==> src/rtl/hub75_pkg.sv <==
// hub75_pkg: shared FSM states, pixel field offsets and BCM display timing
// No ports; imported by hub75_column_driver and hub75_shifter.
package hub75_pkg;

    typedef enum logic [2:0] {FETCH, FETCH_CAP, SHIFT, LATCH, DISPLAY, BLANK} state_t;

    localparam int R_OFS = 6;
    localparam int G_OFS = 3;
    localparam int B_OFS = 0;

    function automatic int display_len(input int base_on, input int plane);
        return base_on << plane;
    endfunction

endpackage

==> src/rtl/hub75_column_driver_if.sv <==
// hub75_column_driver_if: column-frame request/response bus
// column_index1/2 : requested column for each panel half (driven by master)
// columns         : pixel data for both halves, valid one cycle after the index changes
// master = column driver (consumer), slave = frame generator
interface hub75_column_driver_if #(
    parameter int SCAN_RATE = 32,
    parameter int NUM_ROWS  = 64,
    parameter int RGB_RES   = 9
);

    logic [$clog2(SCAN_RATE)-1:0]          column_index1;
    logic [$clog2(SCAN_RATE)-1:0]          column_index2;
    logic [1:0][NUM_ROWS-1:0][RGB_RES-1:0] columns;

    modport master (output column_index1, output column_index2, input columns);
    modport slave  (input column_index1, input column_index2, output columns);

endinterface

==> src/rtl/hub75_shifter.sv <==
// hub75_shifter: column buffer plus serialiser onto the HUB75 data/clock pins
// start   : begin shifting a plane next cycle (pixel NUM_ROWS-1 first)
// load    : capture columns into the buffer (same cycle as the first start)
// plane   : bit plane to shift, valid on the start cycle and throughout the shift
// done    : high in the last shift cycle (panel_clk high of pixel 0)
// r1..b2, panel_clk : registered panel pins
module hub75_shifter
    import hub75_pkg::*;
#(
    parameter int NUM_ROWS = 64,
    parameter int RGB_RES  = 9,
    parameter int PW       = 2
) (
    input  logic                                  clk_in,
    input  logic                                  rst_in,
    input  logic                                  start,
    input  logic                                  load,
    input  logic [PW-1:0]                         plane,
    input  logic [1:0][NUM_ROWS-1:0][RGB_RES-1:0] columns,
    output logic                                  done,
    output logic                                  r1,
    output logic                                  g1,
    output logic                                  b1,
    output logic                                  r2,
    output logic                                  g2,
    output logic                                  b2,
    output logic                                  panel_clk
);

    localparam int IW = $clog2(NUM_ROWS);

    logic [1:0][NUM_ROWS-1:0][RGB_RES-1:0] col_buf;
    logic [1:0][NUM_ROWS-1:0][RGB_RES-1:0] src;
    logic [IW-1:0]                         pix;
    logic [IW-1:0]                         sel;
    logic [RGB_RES-1:0]                    p1;
    logic [RGB_RES-1:0]                    p2;
    logic [5:0]                            bits;
    logic                                  busy;

    // The first pixel is registered on the capture edge, so it is taken
    // straight from columns; every later pixel comes from the buffer.
    always_comb begin
        src  = load ? columns : col_buf;
        sel  = start ? IW'(NUM_ROWS - 1) : pix - 1'b1;
        p1   = src[0][sel] >> plane;
        p2   = src[1][sel] >> plane;
        bits = {p1[R_OFS], p1[G_OFS], p1[B_OFS], p2[R_OFS], p2[G_OFS], p2[B_OFS]};
        done = busy && panel_clk && pix == '0;
    end

    always_ff @(posedge clk_in) begin
        if (load)
            col_buf <= columns;
    end

    // panel_clk doubles as the pixel phase: low = data set up, high = shift.
    always_ff @(posedge clk_in) begin
        if (rst_in) begin
            busy                       <= 1'b0;
            pix                        <= '0;
            panel_clk                  <= 1'b0;
            {r1, g1, b1, r2, g2, b2}   <= '0;
        end else if (start) begin
            busy                       <= 1'b1;
            pix                        <= IW'(NUM_ROWS - 1);
            panel_clk                  <= 1'b0;
            {r1, g1, b1, r2, g2, b2}   <= bits;
        end else if (busy) begin
            panel_clk                  <= !panel_clk;
            busy                       <= !done;
            if (panel_clk && pix != '0) begin
                pix                    <= pix - 1'b1;
                {r1, g1, b1, r2, g2, b2} <= bits;
            end
        end
    end

endmodule

==> src/rtl/hub75_column_driver.sv <==
// hub75_column_driver: fetches column pairs and drives a HUB75 panel with BCM
// clk_in, rst_in : clock, synchronous active-high reset
// sync_in        : period pulse; the next address advance restarts at 0
// col            : column request bus (master side)
// r1..b2, panel_clk, latch, oe_n, addr : registered panel pins
// HUB75_BCM_EN defined: BITS bit planes; undefined: MSB plane only.
module hub75_column_driver
    import hub75_pkg::*;
#(
    parameter int SCAN_RATE = 32,
    parameter int NUM_ROWS  = 64,
    parameter int RGB_RES   = 9,
    parameter int BASE_ON   = 8
) (
    input  logic                         clk_in,
    input  logic                         rst_in,
    input  logic                         sync_in,
    hub75_column_driver_if.master        col,
    output logic                         r1,
    output logic                         g1,
    output logic                         b1,
    output logic                         r2,
    output logic                         g2,
    output logic                         b2,
    output logic                         panel_clk,
    output logic                         latch,
    output logic                         oe_n,
    output logic [$clog2(SCAN_RATE)-1:0] addr
);

    localparam int AW   = $clog2(SCAN_RATE);
    localparam int BITS = RGB_RES / 3;
    localparam int PW   = BITS > 1 ? $clog2(BITS) : 1;
    localparam int CW   = 16;
`ifdef HUB75_BCM_EN
    localparam logic [PW-1:0] FIRST_PLANE = '0;
`else
    localparam logic [PW-1:0] FIRST_PLANE = PW'(BITS - 1);
`endif

    state_t        state;
    state_t        state_d;
    logic [AW-1:0] address;
    logic [PW-1:0] plane;
    logic [PW-1:0] plane_d;
    logic [CW-1:0] cnt;
    logic          pend;
    logic          last;
    logic          adv;
    logic          start;
    logic          load;
    logic          done;

    always_comb begin
        last    = plane == PW'(BITS - 1);
        adv     = state == BLANK && last;
        start   = state == FETCH_CAP || (state == BLANK && !last);
        load    = state == FETCH_CAP;
        state_d = state;
        plane_d = plane;
        case (state)
            FETCH:     state_d = FETCH_CAP;
            FETCH_CAP: begin
                state_d = SHIFT;
                plane_d = FIRST_PLANE;
            end
            SHIFT:     state_d = done ? LATCH : SHIFT;
            LATCH:     state_d = DISPLAY;
            DISPLAY:   state_d = cnt == '0 ? BLANK : DISPLAY;
            BLANK:     begin
                state_d = last ? FETCH : SHIFT;
                plane_d = last ? plane : plane + 1'b1;
            end
            default:   state_d = FETCH;
        endcase
    end

    // Pins are registered from the next state so they line up with the state.
    always_ff @(posedge clk_in) begin
        if (rst_in) begin
            state   <= FETCH;
            address <= '0;
            plane   <= '0;
            pend    <= 1'b0;
            cnt     <= '0;
            latch   <= 1'b0;
            oe_n    <= 1'b1;
            addr    <= '0;
        end else begin
            state <= state_d;
            plane <= plane_d;
            pend  <= !adv && (pend || sync_in);
            if (adv)
                address <= (pend || sync_in || address == AW'(SCAN_RATE - 1)) ? '0 : address + 1'b1;
            cnt   <= state == LATCH ? CW'(display_len(BASE_ON, int'(plane)) - 1) : cnt - 1'b1;
            latch <= state_d == LATCH;
            oe_n  <= state_d != DISPLAY;
            if (state_d == LATCH)
                addr <= address;
        end
    end

    assign col.column_index1 = address;
    assign col.column_index2 = address;

    hub75_shifter #(
        .NUM_ROWS (NUM_ROWS),
        .RGB_RES  (RGB_RES),
        .PW       (PW)
    ) u_shifter (
        .clk_in    (clk_in),
        .rst_in    (rst_in),
        .start     (start),
        .load      (load),
        .plane     (plane_d),
        .columns   (col.columns),
        .done      (done),
        .r1        (r1),
        .g1        (g1),
        .b1        (b1),
        .r2        (r2),
        .g2        (g2),
        .b2        (b2),
        .panel_clk (panel_clk)
    );

endmodule

==> src/flat_wrapper.sv <==
// flat-port wrapper written by rule: the top's interface ports become plain ports
module hub75_column_driver_flat import hub75_pkg::*;
#(
    parameter int SCAN_RATE = 32,
    parameter int NUM_ROWS  = 64,
    parameter int RGB_RES   = 9,
    parameter int BASE_ON   = 8
)
  (clk_in, rst_in, sync_in, r1, g1, b1, r2, g2, b2, panel_clk, latch, oe_n, addr, col_column_index1, col_column_index2, col_columns);
  hub75_column_driver_if #(.SCAN_RATE(SCAN_RATE), .NUM_ROWS(NUM_ROWS), .RGB_RES(RGB_RES)) col_i ();
  input  logic clk_in;
  input  logic rst_in;
  input  logic sync_in;
  output logic r1;
  output logic g1;
  output logic b1;
  output logic r2;
  output logic g2;
  output logic b2;
  output logic panel_clk;
  output logic latch;
  output logic oe_n;
  output logic [$clog2(SCAN_RATE)-1:0] addr;
  output wire logic [$bits(col_i.column_index1)-1:0] col_column_index1;
  output wire logic [$bits(col_i.column_index2)-1:0] col_column_index2;
  input wire logic [$bits(col_i.columns)-1:0] col_columns;
  assign col_column_index1 = col_i.column_index1;
  assign col_column_index2 = col_i.column_index2;
  assign col_i.columns = col_columns;
  hub75_column_driver #(.SCAN_RATE(SCAN_RATE), .NUM_ROWS(NUM_ROWS), .RGB_RES(RGB_RES), .BASE_ON(BASE_ON)) u_core (.clk_in(clk_in), .rst_in(rst_in), .sync_in(sync_in), .col(col_i), .r1(r1), .g1(g1), .b1(b1), .r2(r2), .g2(g2), .b2(b2), .panel_clk(panel_clk), .latch(latch), .oe_n(oe_n), .addr(addr));
endmodule
==> config.mk <==
export PLATFORM = sky130hd
export DESIGN_NAME = hub75_column_driver_flat
export DESIGN_NICKNAME = d
export VERILOG_FILES = /design/src/rtl/hub75_pkg.sv /design/src/rtl/hub75_column_driver_if.sv /design/src/rtl/hub75_shifter.sv /design/src/rtl/hub75_column_driver.sv /design/src/flat_wrapper.sv
export SDC_FILE = /design/constraint.sdc
export NUM_CORES = 2
export LEC_CHECK = 0
export ABC_AREA = 1
export CAP_MARGIN = 20
export CORE_AREA = 5 5 457 459
export CTS_CLUSTER_DIAMETER = 80
export DETAILED_ROUTE_END_ITERATION = 8
export DIE_AREA = 0 0 462 464
export MAX_ROUTING_LAYER = met4
export PLACE_DENSITY_LB_ADDON = 0.1
export SETUP_SLACK_MARGIN = 0.2
export SYNTH_ARGS = -nofsm -noshare
export SYNTH_HDL_FRONTEND = slang
export SYNTH_SLANG_ARGS = --single-unit
export TNS_END_PERCENT = 100
==> constraint.sdc <==
create_clock -name clk_in -period 5.8 [get_ports clk_in]
set_clock_uncertainty 0.05 [all_clocks]
set_input_delay 0.58 -clock clk_in [delete_from_list [all_inputs] [get_ports clk_in]]
set_output_delay 0.58 -clock clk_in [all_outputs]
set_load 0.005 [all_outputs]
==> reports/qor.csv <==
stage;metric;value;unit
global_routing;grt_remaining_overflow;0;
clock_network;clock_path_buffers;3;
setup_path;worstSetupPathType;register to register;
power;p_clk_share;26.6;%
hold_path;worstHoldStart;col_columns[158];
placed_design;place.gp.congestion;0.9088;
setup_path;arrival;5350;ps
power;p_leak;35.78;nW
power;ir_drop;290.3;uV
clock_network;path_clk_slew;60;ps
timing;report.final.slew_viol_count;0;
power;power_density;512.3;nW/um^2
placed_design;port-buffer-count;1178;
routing;viasPerCell;4.721;
clock_network;cts_tree;done;
job;maxCapViolCount;0;
clock_network;cts_buffers;157;
power;p_total;37.55;mW
timing;final.period_utilization;80.41;%
global_routing;grt_max_degree;153;
yosys;syn_area;53610;sq um
timing;rsz0062_at_grt;no;
yosys;avgSynthCellArea;6.582;sq um
layout;syn_to_final_growth;36.74;%
placed_design;place_ws;1222;ps
setup_path;path_common_cell;nand3_1;
power;combPwrFrac;39.6;%
setup_path;critical_path_required;6490;ps
setup_path;crit_fanout;50;
clock_network;cts_hold_buf;0;
power;power.switching;15.09;mW
floorplan;core-area;204000;sq um
power;switching_share;40.18;%
setup_path;timing.rr.start;u_core.state[0];
power;p_seq_share;33.7;%
timing;min_period;4664;ps
status;status;completed;
global_routing;grt_pass1_vias;53527;
routing;drt_wl_total;291300;microns
clock_network;ctsResizeCount;0;
clock_network;cts-root-buf;clkbuf_16;
floorplan;row_count;166;
clock_network;htreeDepth;4;
setup_path;critPathLaunchType;register;
routing;ant_nets;0;
floorplan;ios;1179;
clock_network;post-cts-setup-buffers;0;
floorplan;die-area;214400;sq um
layout;finalNetCount;10241;
routing;routedWlPerCell;24.34;microns
global_routing;grt_usage;26.59;%
yosys;ys_ff_latch;1200;
routing;first_pass_iters;8;
timing;tns;0;ps
floorplan;die_x;462;microns
timing;setup_slack;1136;ps
setup_path;cp_slowest_stage_delay;890;ps
clock_network;clk_latency;820;ps
timing;relSlewSlack;24.01;%
yosys;ys_seq_area_share;44.81;%
floorplan;die_h;464;microns
routing;vias;56502;
global_routing;antenna_found_initial;136;
layout;drive_gt1_share;4.120;%
floorplan;initial_core_util;26.29;%
hold_path;hold_path.class;input port to register;
power;internal_power;22.47;mW
yosys;ys_types;36;
timing;fin_hold_ws;285.9;ps
clock_network;cts_sinks;1200;
yosys;synth_nets;9311;
layout;fillCellCount;21970;
setup_path;crit_slowest_cell;nor2_4;
global_routing;grt_first_pass_wirelength;399800;microns
layout;fin_cells;11969;
timing;worst_pin_slew;1137;ps
placed_design;post-dp-hpwl;216300;microns
yosys;synth.yosys.warnings;0;
yosys;synth_cells;8145;
placed_design;place_inst;11604;
setup_path;path_cells;nand2_1 > nor2_4 > buf_4 > buf_12 > buf_12 > nand2_1 > nand3_1 > nand3_1 > nand3_1 > nand3_1 > nand3_1 > nand3_1 > nand3_1 > nand3_1 > a21oi_1;
timing;max_freq;0.2144;GHz
routing;drt-initial-drc-count;4987;
timing;hold_viol;0;
timing;setup_viol_count_final;0;
setup_path;critPathLaunch;u_core.state[0];
setup_path;critPathCaptureType;register;
routing;route.detailed.drc;0;
-- flip-flops by register name, indices dropped and copies added (netlist names), named ones only --
| signal | flops |
|---|---|
| u_core.u_shifter.busy | 1 |
| u_core.pend | 1 |
| u_core.col.column_index1 | 5 |
| u_core.u_shifter.panel_clk | 1 |
| u_core.plane | 2 |
| u_core.latch | 1 |
| u_core.u_shifter.b1 | 1 |
| u_core.addr | 5 |
| u_core.oe_n | 1 |
| u_core.u_shifter.g2 | 1 |
| u_core.u_shifter.b2 | 1 |
| u_core.u_shifter.col_buf | 1152 |
| u_core.u_shifter.g1 | 1 |
| u_core.u_shifter.r2 | 1 |
| u_core.u_shifter.r1 | 1 |
| u_core.cnt | 15 |
| u_core.u_shifter.pix | 6 |
| u_core.state | 3 |
-- placed cells by master (no fill, tap or decap), types with 36 or more instances in the layout --
master           Yosys  routed
buf_12               0      44
o21ai_0            217     217
nand3_1           1780    1779
nand2_1           3437    3434
o21ai_1             49      49
inv_1              726     725
dfxtp_1           1200    1200
diode_2              0      83
clkdlybuf4s50_1      0    1178
buf_4               18      66
clkbuf_1           108      36
o211ai_1            48      48
nor2_1              71      69
clkbuf_16            0     162
-- layer usage --
layer / up-vias / share of wire (%) / global-route usage [%]
met4: 0 / 2.7 / 7.439
li1: 27699 / - / -
met5: - / 0 / -
met1: 26376 / 44 / 34.26
met2: 2067 / 47 / 42.69
met3: 360 / 6.7 / 4.844
-- path summary, 6_finish.rpt --
path                                    to  slack, ps  cells after the start
max                    u_core.u_shifter.r1       1140                     15
min          u_core.u_shifter.col_buf[158]        290                      3
max reg2reg            u_core.u_shifter.r1       1140                     15
min reg2reg                  u_core.cnt[0]        390                      1
-- metrics by stage --
| stage | util [%] | area, sq um |
|---|---|---|
| final | 35.94 | 73310 |
| after detailed placement | 33.27 | 67850 |
| after global placement | 33.25 | 67810 |
| after global routing | 35.94 | 73290 |
| after CTS | 35.84 | 73100 |
| after floorplan | - | 53610 |
-- worst max-delay path, delay by kind of cell, from the launching register on --
kind / cells / cell delay [ps]
simple gates: 11 / 2890
buf+inv: 3 / 770
compound gates: 1 / 120
flops: 1 / 680
-- power by group through the flow --
stage | Combinational, mW | Clock [mW] | Sequential [mW]
floorplan | 9.00 | 0 | 12.6
global placement | 14.8 | 0 | 12.8
detailed placement | 14.9 | 0 | 12.8
CTS | 14.9 | 10.2 | 12.7
global route | 16.5 | 10.6 | 12.9
finish | 14.9 | 10.0 | 12.7
-- cell usage after synthesis (all sizes together) --
library cell	count	area (sq um)
xnor2	3	26.28
o22ai	3	25.02
buf	411	2028
and2	2	12.51
or3	1	6.260
nand4	9	56.30
o31ai	1	7.510
o311ai	1	8.760
dfxtp	1200	24020
a21oi	31	155.2
clkbuf	108	405.4
a221oi	1	8.760
a211oi	1	7.510
inv	732	2748
nand3b	4	30.03
clkinv	2	7.510
nand3	1782	8929
nand2	3438	12910
xor2	4	35.03
nor4b	1	8.760
ha	11	137.6
a31oi	1	6.260
nor4	2	12.51
o211ai	48	360.4
or2	2	12.51
nor3	9	50.05
o21ai	266	1331
nor2	71	266.5
-- kinds of logic after synthesis --
kind of cell    count (synthesis)  synth area share [%]
flops                        1200                 44.81
compound gates                353                 3.564
xor+xnor                        7                0.1144
simple gates                 5321                 41.58
buf+inv                      1253                 9.678
fa+ha+maj                      11                0.2567
-- area by class of cell --
class                           count  area (sq um)  share of cell area [%]
Tap cell                         2688          3363                   4.588
Sequential cell                  1200         24020                   32.77
Multi-Input combinational cell   5692         24470                   33.38
Timing Repair Buffer             1290         13210                   18.01
Inverter                          734          2781                   3.794
Clock buffer                      233          4671                   6.371
Antenna cell                       83         207.7                  0.2833
Clock inverter                     49         585.6                  0.7987
Power figures use the tool's default switching activity.
